### src/rtl/prbs_pkg.sv
//------------------------------------------------------------------------------
// Module   : prbs_pkg
// Brief    : Shared defaults and FSM state type for the parallel PRBS checker.
// Revision : 1.0 - initial release
//------------------------------------------------------------------------------
`default_nettype none

package prbs_pkg;
  localparam int         POL_W_DEF    = 7;
  localparam int         DW_DEF       = 16;
  localparam logic [7:0] POL_MASK_DEF = 8'hC0;

  typedef enum logic [0:0] {
    SEARCH = 1'b0,
    LOCKED = 1'b1
  } prbs_state_t;
endpackage

`default_nettype wire

### src/rtl/prbs_next_word.sv
//------------------------------------------------------------------------------
// Module   : prbs_next_word
// Brief    : Combinational next-word function F(seed), bit-identical to the
//            parallel PRBS word generator (bit 0 newest).
// Revision : 1.0 - initial release
//------------------------------------------------------------------------------
`default_nettype none

module prbs_next_word
  import prbs_pkg::*;
#(
  parameter int             POL_W    = POL_W_DEF,
  parameter logic [POL_W:0] POL_MASK = (POL_W+1)'(POL_MASK_DEF),
  parameter int             DW       = DW_DEF
) (
  input  logic [POL_W-1:0] i_seed,
  output logic [DW-1:0]    o_word
);

  logic [POL_W+DW-1:0] w_state;

  // Each new bit taps the POL_W+1 window starting at its own position, which
  // reaches back into already-computed newer bits and finally into the seed.
  always_comb begin
    w_state = {i_seed, {DW{1'b0}}};
    for (int i = DW - 1; i >= 0; i--) begin
      w_state[i] = ^(w_state[i +: POL_W+1] & POL_MASK);
    end
  end

  assign o_word = w_state[DW-1:0];

endmodule

`default_nettype wire

### config.mk
export PLATFORM = sky130hd
export DESIGN_NAME = prbs_next_word
export DESIGN_NICKNAME = d
export VERILOG_FILES = /design/src/rtl/prbs_pkg.sv /design/src/rtl/prbs_next_word.sv
export SDC_FILE = /design/constraint.sdc
export NUM_CORES = 1
export LEC_CHECK = 0
export CORE_AREA = 2 2 39 41
export DETAILED_ROUTE_END_ITERATION = 8
export DIE_AREA = 0 0 41 43
export PLACE_DENSITY = 0.45
export SKIP_LAST_GASP = 1
export SLEW_MARGIN = 20
export SYNTH_ARGS = -nofsm -noshare
export SYNTH_HDL_FRONTEND = slang
export SYNTH_SLANG_ARGS = --single-unit
### constraint.sdc
create_clock -name vclk -period 2.85
set_clock_uncertainty 0.2 [all_clocks]
set_input_delay 0.57 -clock vclk [all_inputs]
set_output_delay 0.57 -clock vclk [all_outputs]
set_load 0.01 [all_outputs]
# ---- Yosys cells after proc, flatten, opt, wreduce, memory -nomap -nowiden
# Index checks and enable logic that the tools add are counted.
dict set report totals {
  inputBits 7
  elab_cells 16
  ff_bits 0
}
dict set report op_classes {
  n_reduce_logical 16
}
# operator count
set ops {}
lappend ops {{$reduce_xor 8->1} 16}

# ---- Depth between registers and ports, before layout
dict set report depth {
  depth_word 3
  depth_mapped 3
  mapped_depth_nobuf 2
}

# ---- Least setup slack after synthesis
# Ideal clock, no wire load.
dict set report synth_path {
  kind {in2out}
  from {input port i_seed[4]}
  to {output port o_word[2]}
  path_slack_ns 0.958
  cell_stages 2
  required_ns 2.080
  arrival_ns 1.122
  path_cell_list {xor2_1 > xor2_1}
}
dict set report synth_between {
  elab_chain_cells 3
}
# element line
set synth_lines {}
lappend synth_lines {{start: declaration} prbs_next_word.sv:16} ;# input logic [POL_W-1:0] i_seed,
lappend synth_lines {{$reduce_xor 8->1 (3 in series)} prbs_next_word.sv:27} ;# w_state[i] = ^(w_state[i +: POL_W+1] & POL_MASK);
lappend synth_lines {{end: declaration} prbs_next_word.sv:17} ;# output logic [DW-1:0] o_word
# Every way passes these cells.

# ---- Worst setup path after layout
dict set report layout_path {
  from {input port i_seed[5]}
  to {output port o_word[2]}
}
dict set report layout_between {
  elab_chain_cells 3
  elab_cells_between_ends 5
  cone_classes {reduce/logical (5)}
}
# element line
set layout_lines {}
lappend layout_lines {{$reduce_xor 8->1 (2 in series)} prbs_next_word.sv:27}
lappend layout_lines {{$reduce_xor 8->1 (*)} prbs_next_word.sv:27}
# Every way passes the cells marked *; elsewhere a longest branch is shown, timed or not.

==> reports/summary.txt <==
status: finished clean
Slew @ Worst Pin: 0.244 ns
fin crit share: 0.983
crit path DAT: 2.03 ns
Post-synth top cells: xor2_1 (10), xnor2_1 (6), buf_2 (1), inv_1 (1), xor2_2 (1)
Cell Rows: 14
hold buffer count at CTS: 0
post-DP HPWL: 485 um
Top Ports: 23
die width: 41 um
LEAKAGE: 0.215 nW
synth top area cells: xor2_1 (53%), xnor2_1 (32%), xor2_2 (9.8%)
Max Clk Rate: 0.357 GHz
Final Util: 0.333
PD cells: 254 nW/um2
fin. max-slew vios: 0
Syn Nets: 26
Routed Antenna Nets: 0
initial antenna violation count: 0
PortBufs: 23
post-route cell area: 460 um2
FFs & Latches: 0
die footprint: 1760 um2
final hold violation count: 0
P&R area growth vs syn: 179%
Worst Hold Slack: 1.69 ns
largest family of logic cells by synthesized area: XOR/XNOR gates
GR Util All Layers: 0.0650
Setup Viol. Count Final: 0
critical path required time: 2.08 ns
Critical Path End: o_word[2]
Detailed Routing Iterations Pass 1: 1
Placer Congestion: 0.627
total number of vias: 206
Max-Cap Viols: 0
RSZ-0062 raised after global routing: true
vias in the first global route: 168
post-synthesis xor/xnor area fraction: 0.947
Routed WL: 531 um
post-synthesis compound-gate area fraction: 0
Post-CTS Setup Bufs: 0
Hold/Removal Path Class: input port to output pin
startpoint types: input port
mux contribution to synthesized area: 0
Ys Warns: 0
fill cell count: 151
Vert. Die Dim: 43 um
share of layout cells above drive strength 1: 0.149
DRT iter0 DRCs: 0
first-pass GRT wire length: 848 um
Crit. End Element: output pin
Seq. cell area: 0 um2
critical path peak fanout: 3
Final Power: 117 uW
n_diodes: 0
Mean Syn Cell Area: 8.69 um2
via-per-instance ratio: 3.27
Seq/Total Area, Yosys: 0
critical path class: input port to output pin
Unique masters post-synth: 5
gr ovfl total: 0
critical path startpoint: i_seed[5]
clock buffers: 0
wire per inst: 8.43 um
relative slew slack: 0.837
final net count: 56
share of the synthesized area in the top cell type: 0.530
largest net degree at the start of global routing: 5
Peak VDD IR: 0.0780 mV
Post-Syn Area: 165 um2
count leader, synth: xor2_1
leading area contributor after synthesis: xor2_1
DR DRC count: 0
Tmin final: 2.80 ns
Initial Util: 0.119
Cells after Synth: 19
Area after DPL: 455 um2
Post-Synth Simple-Gate Area: 0
core area: 1380 um2
post-synthesis adder-cell area fraction: 0
kinds of logic after synthesis:
family / count (synthesis)
buffers and inverters: 2
xor gates and xnor gates: 17
timing repair:
item,CTS,global route
resized for setup,2,3
cloned,0,0
endpoints found under the setup margin,3,4
where the power goes:
group	internal, mW	total (mW)	switching [mW]	leakage, nW
logic	0.0713	0.117	0.0456	0.215
registers	0	0	0	0
clock network	0	0	0	0
cell type report:
cell class / instances / area [um2] / share of cell area
timing repair buffer: 29 / 280 / 0.609
multi-input combinational: 17 / 156 / 0.340
tap: 16 / 20.0 / 0.0435
inverter: 1 / 3.75 / 0.00815
cell usage in the layout (no fill, tap or decap):
master / count
inv_1: 1
dlymetal6s2s_1: 3
xnor2_1: 6
buf_4: 6
dlygate4sd2_1: 2
xor2_1: 10
xor2_2: 1
clkdlybuf4s50_1: 18
critical path, cell delays in order:
cell             delay (ns)
clkdlybuf4s50_1        0.53
xor2_1                 0.23
xor2_1                 0.16
clkdlybuf4s50_1        0.54
stage by stage:
step | setup slack (ns) | cells | setup TNS [ns]
5_1_grt | -0.0467 | 63 | -0.0467
4_1_cts | 0.0136 | 63 | 0
6_report | 0.0478 | 63 | 0
3_5_place_dp | -0.0551 | 63 | -0.139
2_1_floorplan | 0.958 | 19 | 0
3_3_place_gp | -0.0216 | 63 | -0.0436
metal layers:
layer | global-route usage | part of all wire
met5 | 0 | 0
met1 | 0.0889 | 0.39
met3 | 0.00524 | 0.12
met4 | 0 | 0
met2 | 0.113 | 0.49
worst min path at each step:
stage                             to  cells after the start  startpoint  slack [ns]
after floorplan           o_word[10]                      1   i_seed[0]        1.02
after global placement    o_word[14]                      3   i_seed[5]        2.07
after detailed placement  o_word[13]                      3   i_seed[3]        2.07
after CTS                  o_word[0]                      4   i_seed[4]        1.82
after global routing       o_word[1]                      4   i_seed[4]        1.74
final                      o_word[1]                      4   i_seed[4]        1.69
(Power assumes the default switching activity.)
